===== config.mk =====
export PLATFORM = sky130hd
export DESIGN_NAME = control_unit
export DESIGN_NICKNAME = d
export VERILOG_FILES = /design/src/rtl/cu_pkg.sv /design/src/rtl/cu_decode.sv /design/src/rtl/control_unit.sv
export SDC_FILE = /design/constraint.sdc
export NUM_CORES = 1
export LEC_CHECK = 0
export CORE_ASPECT_RATIO = 1.4
export CORE_MARGIN = 3
export CORE_UTILIZATION = 41
export DETAILED_ROUTE_END_ITERATION = 10
export HOLD_SLACK_MARGIN = 0.03
export PLACE_DENSITY = 0.81
export SETUP_SLACK_MARGIN = 0.1
export SLEW_MARGIN = 20
export SYNTH_ARGS = -nofsm -noshare
export SYNTH_HDL_FRONTEND = slang
export SYNTH_SLANG_ARGS = --single-unit

===== constraint.sdc =====
create_clock -name clock -period 3.7 [get_ports clock]
set_input_delay 0.555 -clock clock [delete_from_list [all_inputs] [get_ports clock]]
set_output_delay 0.555 -clock clock [all_outputs]
set_load 0.01 [all_outputs]

===== src/rtl/cu_pkg.sv =====
// Shared opcode values, sequencer state encoding and instruction classes for the
// Mini-SRC control unit.
package cu_pkg;

   localparam logic [4:0] OP_LD   = 5'b00000;
   localparam logic [4:0] OP_LDI  = 5'b00001;
   localparam logic [4:0] OP_ST   = 5'b00010;
   localparam logic [4:0] OP_ADD  = 5'b00011;
   localparam logic [4:0] OP_SUB  = 5'b00100;
   localparam logic [4:0] OP_AND  = 5'b00101;
   localparam logic [4:0] OP_OR   = 5'b00110;
   localparam logic [4:0] OP_ROR  = 5'b00111;
   localparam logic [4:0] OP_ROL  = 5'b01000;
   localparam logic [4:0] OP_SHR  = 5'b01001;
   localparam logic [4:0] OP_SHRA = 5'b01010;
   localparam logic [4:0] OP_SHL  = 5'b01011;
   localparam logic [4:0] OP_ADDI = 5'b01100;
   localparam logic [4:0] OP_ANDI = 5'b01101;
   localparam logic [4:0] OP_ORI  = 5'b01110;
   localparam logic [4:0] OP_DIV  = 5'b01111;
   localparam logic [4:0] OP_MUL  = 5'b10000;
   localparam logic [4:0] OP_NEG  = 5'b10001;
   localparam logic [4:0] OP_NOT  = 5'b10010;
   localparam logic [4:0] OP_BR   = 5'b10011;
   localparam logic [4:0] OP_JR   = 5'b10100;
   localparam logic [4:0] OP_JAL  = 5'b10101;
   localparam logic [4:0] OP_IN   = 5'b10110;
   localparam logic [4:0] OP_OUT  = 5'b10111;
   localparam logic [4:0] OP_MFHI = 5'b11000;
   localparam logic [4:0] OP_MFLO = 5'b11001;
   localparam logic [4:0] OP_NOP  = 5'b11010;
   localparam logic [4:0] OP_HALT = 5'b11011;

   typedef enum logic [3:0] {RST, T0, T1, T2, T3, T4, T5, T6, T7, HALT} state_t;

   typedef enum logic [4:0] {
      CL_RR, CL_IMM, CL_UN, CL_LD, CL_LDI, CL_ST, CL_BR, CL_JR, CL_JAL,
      CL_IN, CL_OUT, CL_MFHI, CL_MFLO, CL_MULDIV, CL_NOP, CL_HALT, CL_ILL
   } iclass_t;

   // Final execute step of each class; the sequencer returns to T0 after it.
   // mul/div keep two idle steps so the multi-cycle unit can settle into Z.
   function automatic state_t last_step(input iclass_t c);
      case (c)
         CL_UN, CL_JAL:          return T4;
         CL_RR, CL_IMM, CL_LDI:  return T5;
         CL_BR, CL_MULDIV:       return T6;
         CL_LD, CL_ST:           return T7;
         default:                return T3;
      endcase
   endfunction

endpackage


===== src/rtl/cu_decode.sv =====
// Opcode to instruction-class decoder. mul/div decode as a real class only when
// CU_MULDIV_EN is defined; otherwise they fall into the illegal class.
module cu_decode
   import cu_pkg::*;
(
   input  logic [4:0] opcode_i,
   output iclass_t    iclass_o
);

   always_comb begin
      iclass_o = CL_ILL;
      case (opcode_i)
         OP_ADD, OP_SUB, OP_AND, OP_OR, OP_ROR,
         OP_ROL, OP_SHR, OP_SHRA, OP_SHL:        iclass_o = CL_RR;
         OP_ADDI, OP_ANDI, OP_ORI:               iclass_o = CL_IMM;
         OP_NEG, OP_NOT:                         iclass_o = CL_UN;
         OP_LD:                                  iclass_o = CL_LD;
         OP_LDI:                                 iclass_o = CL_LDI;
         OP_ST:                                  iclass_o = CL_ST;
         OP_BR:                                  iclass_o = CL_BR;
         OP_JR:                                  iclass_o = CL_JR;
         OP_JAL:                                 iclass_o = CL_JAL;
         OP_IN:                                  iclass_o = CL_IN;
         OP_OUT:                                 iclass_o = CL_OUT;
         OP_MFHI:                                iclass_o = CL_MFHI;
         OP_MFLO:                                iclass_o = CL_MFLO;
         OP_NOP:                                 iclass_o = CL_NOP;
         OP_HALT:                                iclass_o = CL_HALT;
`ifdef CU_MULDIV_EN
         OP_MUL, OP_DIV:                         iclass_o = CL_MULDIV;
`endif
         default:                                iclass_o = CL_ILL;
      endcase
   end

endmodule


===== src/rtl/control_unit.sv =====
// Mini-SRC fetch/decode/execute sequencer driving every datapath strobe.
// Build option: CU_MULDIV_EN adds the mul/div execute sequence.
//  state | meaning
//  RST   | held in reset, all strobes low, ALU code ADD
//  T0-T2 | instruction fetch (PC->MAR, memory->MDR, MDR->IR)
//  T3-T7 | execute steps of the decoded instruction class
//  HALT  | stopped, run low, left only through clear
module control_unit
   import cu_pkg::*;
#(
   parameter int OP_LSB = 27,
   parameter int ALU_W  = 5
) (
   input  logic             clock,
   input  logic             clear,
   input  logic [31:0]      ir,
   input  logic             con_ff,
   output logic             PCout, IncPC, PCin, MARin, MDRin, MDRout, IRin, Yin,
   output logic             ZLOin, ZLOout, ZHIout, Cout, BAout,
   output logic             Gra, Grb, Grc, Rin, Rout, R15in,
   output logic             read, write, RAMenable, conin, OutPortenable, PortInout,
   output logic [ALU_W-1:0] aluControl,
   output logic             run,
   output logic             illegal
);

   state_t          state_q, state_d;
   iclass_t         iclass;
   state_t          last;
   logic [4:0]      opcode;
   logic [ALU_W-1:0] alu_op;
   logic            unused_ir;

   assign opcode    = ir[OP_LSB+4:OP_LSB];
   assign alu_op    = ALU_W'(opcode);
   assign unused_ir = ^ir[OP_LSB-1:0];
   assign last      = last_step(iclass);

   cu_decode u_decode (
      .opcode_i (opcode),
      .iclass_o (iclass)
   );

   always_ff @(posedge clock or negedge clear) begin
      if (!clear) state_q <= RST;
      else        state_q <= state_d;
   end

   always_comb begin
      state_d = state_q;
      case (state_q)
         RST:     state_d = T0;
         T0:      state_d = T1;
         T1:      state_d = T2;
         T2:      state_d = T3;
         T3:      state_d = (iclass == CL_HALT) ? HALT : ((last == T3) ? T0 : T4);
         T4:      state_d = (last == T4) ? T0 : T5;
         T5:      state_d = (last == T5) ? T0 : T6;
         T6:      state_d = (last == T6) ? T0 : T7;
         T7:      state_d = T0;
         HALT:    state_d = HALT;
         default: state_d = RST;
      endcase
   end

   always_comb begin
      {PCout, IncPC, PCin, MARin, MDRin, MDRout, IRin, Yin} = '0;
      {ZLOin, ZLOout, ZHIout, Cout, BAout}                  = '0;
      {Gra, Grb, Grc, Rin, Rout, R15in}                     = '0;
      {read, write, RAMenable, conin, OutPortenable, PortInout} = '0;
      aluControl = ALU_W'(OP_ADD);
      illegal    = 1'b0;
      run        = (state_q != RST) && (state_q != HALT);
      case (state_q)
         T0: {PCout, MARin, IncPC} = '1;
         T1: {read, RAMenable, MDRin} = '1;
         T2: {MDRout, IRin} = '1;
         T3: case (iclass)
               CL_RR, CL_IMM:         {Grb, Rout, Yin} = '1;
               CL_UN:                 begin {Grb, Rout, ZLOin} = '1; aluControl = alu_op; end
               CL_LDI, CL_LD, CL_ST:  {Grb, BAout, Yin} = '1;
               CL_BR:                 {Gra, Rout, conin} = '1;
               CL_JR:                 {Gra, Rout, PCin} = '1;
               CL_JAL:                {PCout, R15in} = '1;
               CL_IN:                 {PortInout, Gra, Rin} = '1;
               CL_OUT:                {Gra, Rout, OutPortenable} = '1;
               CL_MFHI:               {ZHIout, Gra, Rin} = '1;
               CL_MFLO:               {ZLOout, Gra, Rin} = '1;
               CL_MULDIV:             {Gra, Rout, Yin} = '1;
               CL_ILL:                illegal = 1'b1;
               default:               ;
            endcase
         T4: case (iclass)
               CL_RR:                 begin {Grc, Rout, ZLOin} = '1; aluControl = alu_op; end
               CL_IMM:                begin {Cout, ZLOin} = '1; aluControl = alu_op; end
               CL_UN:                 {ZLOout, Gra, Rin} = '1;
               CL_LDI, CL_LD, CL_ST:  {Cout, ZLOin} = '1;
               CL_BR:                 {PCout, Yin} = '1;
               CL_JAL:                {Gra, Rout, PCin} = '1;
               CL_MULDIV:             begin {Grb, Rout, ZLOin} = '1; aluControl = alu_op; end
               default:               ;
            endcase
         T5: case (iclass)
               CL_RR, CL_IMM, CL_LDI: {ZLOout, Gra, Rin} = '1;
               CL_LD, CL_ST:          {ZLOout, MARin} = '1;
               CL_BR:                 {Cout, ZLOin} = '1;
               default:               ;
            endcase
         // A branch not taken leaves T6 as an idle step.
         T6: case (iclass)
               CL_LD:                 {read, RAMenable, MDRin} = '1;
               CL_ST:                 {Gra, Rout, MDRin} = '1;
               CL_BR:                 if (con_ff) {ZLOout, PCin} = '1;
               default:               ;
            endcase
         T7: case (iclass)
               CL_LD:                 {MDRout, Gra, Rin} = '1;
               CL_ST:                 {write, RAMenable} = '1;
               default:               ;
            endcase
         default: ;
      endcase
   end

endmodule


==> results.ini, run 1 <==
[sta]
hold_violations = 0
min_period_over_period_pct = 93.6
rsz0062_at_grt = no
fmax_ghz = 0.289
drv_slew = 0
maxSlewHeadroom_pct = 71.9
clock_skew_ps = 1.11
finalSetupViolations = 0
tns_ps = 0
fin_crit_ps = 3460
tightest_slew_ps = 421
hold_ws_ps = 542

[power]
p_leak_nw = 1.03
seqPwrFrac_pct = 12.1
power_frac_comb_pct = 75.9
p_sw_share_pct = 45.9
power.density_mw_per_mm2 = 342
internal_power_w = 0.000409
irDropWorstVdd_uv = 299
power.switching_w = 0.000348
clkPwrFrac_pct = 12.0

[cells_and_area]
largest_reg_flops = 4
antenna_cells = 0
regMostFlops = state_q
drive_gt1_share_pct = 35.7
syn2layout_area_growth_pct = 61.4
largestRegisters = state_q (4)
final_cell_mix = buf_4 (54), nand2_1 (22), dlygate4sd2_1 (19), nor2_1 (17), clkdlybuf4s50_1 (13)
n_fill_cell = 265
final_common_cell = buf_4
finalNetCount = 313
finish.instance_area_mm2 = 0.00221
final_util_pct = 70.1
stdcell_count = 311

[routing]
vias = 1786
top_layer = met4
ant_nets = 0
viasPerCell = 5.74
drc = 0
post_drt_wl_per_cell_um = 15.1
dr.pass1.iters = 4
wirelength_met1_mm = 1.70
wl_met2_mm = 2.60
drt_iter0_markers = 58
wl_met3_um = 238
drt-total-wl_mm = 4.71

[place]
portBuffers = 39
dpl_cell_area_mm2 = 0.00211
place_inst = 301
dpl.hpwl_mm = 3.67
place.gp.congestion = 0.981

[floorplanning]
die_area_mm2 = 0.00408
die_h_um = 74.4
coreArea_mm2 = 0.00315
pin_count = 67
rows = 24
start_util_pct = 43.5
die_w_um = 54.9

[critical_path]
cp.required_ps = 3140
start_kind = input pin
r2r_cells = 5
crit_path_top_delay_cell = clkdlybuf4s50_1
critPathTopFamily = simple AND/OR/NAND/NOR gates
ff2ff_setup_slack_ps = 2000
r2r_start = state_q[2]$_DFF_PN0_
worstSetupStartpoint = ir[29]
crit_fanout = 25
criticalPathCategory = in -> out
critPathArrivalTime_ps = 2910
crit_chain = clkdlybuf4s50_1 > buf_12 > or3b_1 > and3_4 > or2_4 > nand2_2 > nor2_2 > or3_1 > dlygate4sd2_1
endpoint = PCout
cpPeakStageDelay_ps = 510
timing.rr.end = state_q[3]$_DFF_PN0_
crit_path_end_kind = output port
cp.depth = 9
crit_buf_inv = 3

[yosys]
ys_types = 64
syn-instance-count = 189
synth-seq-cells = 4
ys_seq_area_share_pct = 7.31
synth_area_mm2 = 0.00137
ys_warn_count = 0
synthFlopType = dfrtp_1
async_flop_share_pct = 100
avgSynthCellArea_um2 = 7.25
syn-num-nets = 228
synth_edf_count = 0

[grt]
first_global_vias = 1752
grt_antenna_before_repair = 0
grt_max_degree = 26
grt_pass1_wl_mm = 7.69
grt_overflow_total = 0
track_usage_pct = 24.3

[clock_network]
cts-root-buf = clkbuf_8
cts_hold_buf = 0
cts_buffer_depth = 2
numCtsBuffers = 3
cts_tree = done
path_clk_slew_ps = 30
numClockSinks = 4
clock_latency_ps = 210
htree_levels = 1

[worst_hold_path]
hold_class = in -> async

[job]
cap_viol_max_count = 0

[status]
status = finished clean

cell usage after synthesis, drive strengths merged (2+ instances only):
master	n	area (um2)
a211oi	4	42.5
a21o	5	38.8
a21oi	3	15.0
a31oi	4	55.1
and2	8	52.6
and3	6	52.6
buf	9	67.6
clkbuf	6	22.5
dfrtp	4	100
ha	4	50.1
inv	5	18.8
mux2i	2	20.0
nand2	23	88.8
nand2b	3	18.8
nand3	9	45.0
nand4	3	33.8
nor2	18	70.1
nor2b	4	25.0
nor3	10	50.1
nor3b	6	50.1
o211ai	2	15.0
o21a	2	15.0
o21ai	18	93.8
o311a	2	20.0
o31ai	2	20.0
o41ai	2	32.5
or2	2	15.0
or3b	4	35.0
cell type report:
class,count,area [um2],share of cell area (%)
clock buffers,3,41.3,1.87
inverters,6,22.5,1.02
multi-input cells,164,1200,54.3
flip-flops and latches,4,100,4.53
well taps,39,48.8,2.21
repair buffers,95,797,36.0
worst min path at each step:
stage                    startpoint                    to  slack (ps)  cells after the start
2_1_floorplan                 clear  state_q[0]$_DFF_PN0_         260                      0
3_3_place_gp   state_q[1]$_DFF_PN0_  state_q[1]$_DFF_PN0_         660                      1
3_5_place_dp   state_q[1]$_DFF_PN0_  state_q[1]$_DFF_PN0_         670                      1
4_1_cts                       clear  state_q[2]$_DFF_PN0_         550                      1
5_1_grt                       clear  state_q[2]$_DFF_PN0_         570                      1
6_report                      clear  state_q[2]$_DFF_PN0_         540                      1
kinds of logic after synthesis:
| kind of cell | after synthesis | share of synthesized area, % |
|---|---|---|
| adder cells (fa/ha/maj) | 4 | 3.65 |
| buffers and inverters | 21 | 8.22 |
| multiplexers | 2 | 1.46 |
| AO/OA/AOI/OAI | 52 | 32.7 |
| XOR/XNOR | 1 | 0.639 |
| AND/OR/NAND/NOR | 105 | 46.0 |
| flip-flops | 4 | 7.31 |
power by group through the flow:
stage / clock, W / combinational [W] / sequential (W)
floorplan: 0 / 0.000348 / 0.0000660
global placement: 0 / 0.000567 / 0.0000899
detailed placement: 0 / 0.000581 / 0.0000902
CTS: 0.0000927 / 0.000569 / 0.0000915
global route: 0.0000942 / 0.000630 / 0.0000949
finish: 0.0000910 / 0.000575 / 0.0000914
repair_timing:
action                     CTS  global route
buffers inserted             6             1
resized for setup           38             9
setup endpoints to repair   26            15
pin swaps                    4             3
per-stage QoR:
stage               power (W)  worst slack [ps]
finish               0.000757               236
global route         0.000819               126
CTS                  0.000754               101
detailed placement   0.000671              -250
global placement     0.000657              -168
floorplan            0.000414               696
layer usage:
metal / track usage, % / vias to the layer above
met2: 44.3 / 65
met4: 12.5 / 0
met5: 0 / -
met1: 26.4 / 834
li1: - / 869
met3: 2.40 / 18
Note: power is estimated with default switching activity, not from simulation.
==> run 2: changes to the inputs <==
--- a/config.mk
+++ b/config.mk
@@ -5,14 +5,13 @@
 export SDC_FILE = /design/constraint.sdc
 export NUM_CORES = 1
 export LEC_CHECK = 0
-export CORE_ASPECT_RATIO = 1.4
+export CORE_ASPECT_RATIO = 0.7
 export CORE_MARGIN = 3
 export CORE_UTILIZATION = 41
 export DETAILED_ROUTE_END_ITERATION = 10
 export HOLD_SLACK_MARGIN = 0.03
 export PLACE_DENSITY = 0.81
 export SETUP_SLACK_MARGIN = 0.1
-export SLEW_MARGIN = 20
 export SYNTH_ARGS = -nofsm -noshare
 export SYNTH_HDL_FRONTEND = slang
 export SYNTH_SLANG_ARGS = --single-unit
==> results.ini, run 2 (synthesis results as in run 1) <==
[cells_and_area]
final_cell_mix = buf_4 (50), nand2_1 (22), dlygate4sd2_1 (21), nor2_1 (16), clkdlybuf4s50_1 (12)
final_common_cell = buf_4
final_util_pct = 73.7  ; +3.5 points
drive_gt1_share_pct = 34.1  ; -1.6 points
finalNetCount = 308  ; -1.6%
syn2layout_area_growth_pct = 60.4
n_fill_cell = 222  ; -16%
regMostFlops = state_q
largestRegisters = state_q (4)
antenna_cells = 0  ; unchanged
largest_reg_flops = 4  ; unchanged

[floorplanning]
die_w_um = 75.1  ; +37%
coreArea_mm2 = 0.00298  ; -5.4%
rows = 16  ; -33%
start_util_pct = 45.9  ; +2.5 points
die_area_mm2 = 0.00408  ; about the same
die_h_um = 54.4  ; -27%
pin_count = 67  ; unchanged

[clock_network]
numClockSinks = 4  ; unchanged
cts_hold_buf = 0  ; unchanged
cts_buffer_depth = 2  ; unchanged
numCtsBuffers = 3  ; unchanged
htree_levels = 1  ; unchanged
clock_latency_ps = 220  ; about the same
path_clk_slew_ps = 30  ; about the same
cts-root-buf = clkbuf_8
cts_tree = done

[routing]
drt-total-wl_mm = 5.20  ; +10%
drt_iter0_markers = 367  ; +530%
viasPerCell = 6.08  ; +5.9%
dr.pass1.iters = 5  ; +1
drc = 0  ; unchanged
ant_nets = 0  ; unchanged
vias = 1843  ; +3.2%
post_drt_wl_per_cell_um = 17.1  ; +13%

[sta]
maxSlewHeadroom_pct = 62.4  ; -9.5 points
clock_skew_ps = 0.564  ; -0.542 ps
hold_ws_ps = 550  ; +7.76 ps
drv_slew = 0  ; unchanged
rsz0062_at_grt = no
finalSetupViolations = 0  ; unchanged
fin_crit_ps = 3590  ; +126 ps
tns_ps = 0  ; unchanged
hold_violations = 0  ; unchanged
tightest_slew_ps = 565  ; +143 ps
fmax_ghz = 0.279  ; -3.5%
min_period_over_period_pct = 97.0  ; +3.4 points

[critical_path]
crit_fanout = 11  ; -56%
crit_path_top_delay_cell = clkdlybuf4s50_1
cpPeakStageDelay_ps = 520  ; about the same
criticalPathCategory = in -> out
cp.required_ps = 3140  ; about the same
start_kind = input pin
critPathArrivalTime_ps = 3040  ; +130 ps
crit_chain = clkdlybuf4s50_1 > buf_4 > nor4b_2 > a211o_1 > and3_4 > nand4_1 > o311a_1 > o21ai_1 > clkdlybuf4s15_1
crit_path_end_kind = output port

[power]
p_leak_nw = 1.04  ; +0.87%
irDropWorstVdd_uv = 200  ; -33%
power.density_mw_per_mm2 = 343  ; +0.29%

[grt]
grt_pass1_wl_mm = 8.58  ; +12%
grt_overflow_total = 0  ; unchanged
track_usage_pct = 27.3  ; +2.9 points
grt_max_degree = 26  ; unchanged
first_global_vias = 1796  ; +2.5%
grt_antenna_before_repair = 0  ; unchanged

[place]
portBuffers = 39  ; unchanged
place.gp.congestion = 0.896  ; -8.7%
dpl.hpwl_mm = 3.65  ; -0.51%

[job]
cap_viol_max_count = 0  ; unchanged

[status]
status = finished clean

[worst_hold_path]
hold_class = in -> async

-- run 2: cell types whose count changed in the layout (fill, tap and decap cells not counted), moves of 2 or more --
| cell | previous run | this run |
|---|---|---|
| dlygate4sd2_1 | 19 | 21 |
| buf_2 | 2 | 0 |
| clkbuf_2 | 2 | 0 |
| dlymetal6s2s_1 | 2 | 4 |
| buf_4 | 54 | 50 |
-- run 2: path summary, 6_finish.rpt --
path	from	to	slack, ps	cells past startpoint
min reg2reg	state_q[1]$_DFF_PN0_	state_q[1]$_DFF_PN0_	690	1
max	ir[31]	Rin	110	9
min	clear	state_q[1]$_DFF_PN0_	550	1
min in group clock	state_q[1]$_DFF_PN0_	state_q[1]$_DFF_PN0_	690	1
max reg2reg	state_q[0]$_DFF_PN0_	state_q[2]$_DFF_PN0_	1950	4
max in group asynchronous	clear	state_q[0]$_DFF_PN0_	2970	1
-- run 2: power by group --
group | internal, W | switching [W]
Combinational | 0.000262 | 0.000277
Clock | 0.0000696 | 0.0000255
Sequential | 0.0000610 | 0.0000599
-- run 2: worst max-delay path: cells and delay by family --
kind	cells	cell delay [ps]
AO/OA/AOI/OAI	3	570
AND/OR/NAND/NOR	3	900
buffers and inverters	3	1000
-- run 2: cell type report --
type                            count  area [um2]  area share [%]
Multi-Input combinational cell    164        1220            55.5
Timing Repair Buffer               90         769            35.0
Inverter                            6        22.5            1.03
Tap cell                           36        45.0            2.05
Sequential cell                     4         100            4.56
Clock buffer                        3        41.3            1.88
-- run 2: per-stage QoR --
stage | instances | instance area [um2] | setup slack [ps] | power, W
after global routing | 303 | 2200 | 48.8 | 0.000807
after CTS | 302 | 2170 | 10.2 | 0.000737
after detailed placement | 296 | 2080 | -300 | 0.000655
after floorplan | 189 | 1370 | 696 | 0.000414
final | 303 | 2200 | 110 | 0.000755
after global placement | 296 | 2080 | -231 | 0.000641
-- run 2: repair_timing --
action / CTS / global route
endpoints found under the setup margin: 25 / 21
gates resized for setup: 35 / 9
pin swaps: 6 / 4
buffers inserted: 3 / 1
-- run 2: metal layers --
layer | track usage (%) | share of wire (%) | routed length [um] | vias to the layer above
met2 | 43.6 | 45 | 2360 | 123
li1 | - | - | - | 861
met4 | 7.40 | 2.3 | 122 | 0
met3 | 3.12 | 9.9 | 515 | 21
met5 | 0 | 0 | 0 | -
met1 | 38.6 | 42 | 2200 | 838
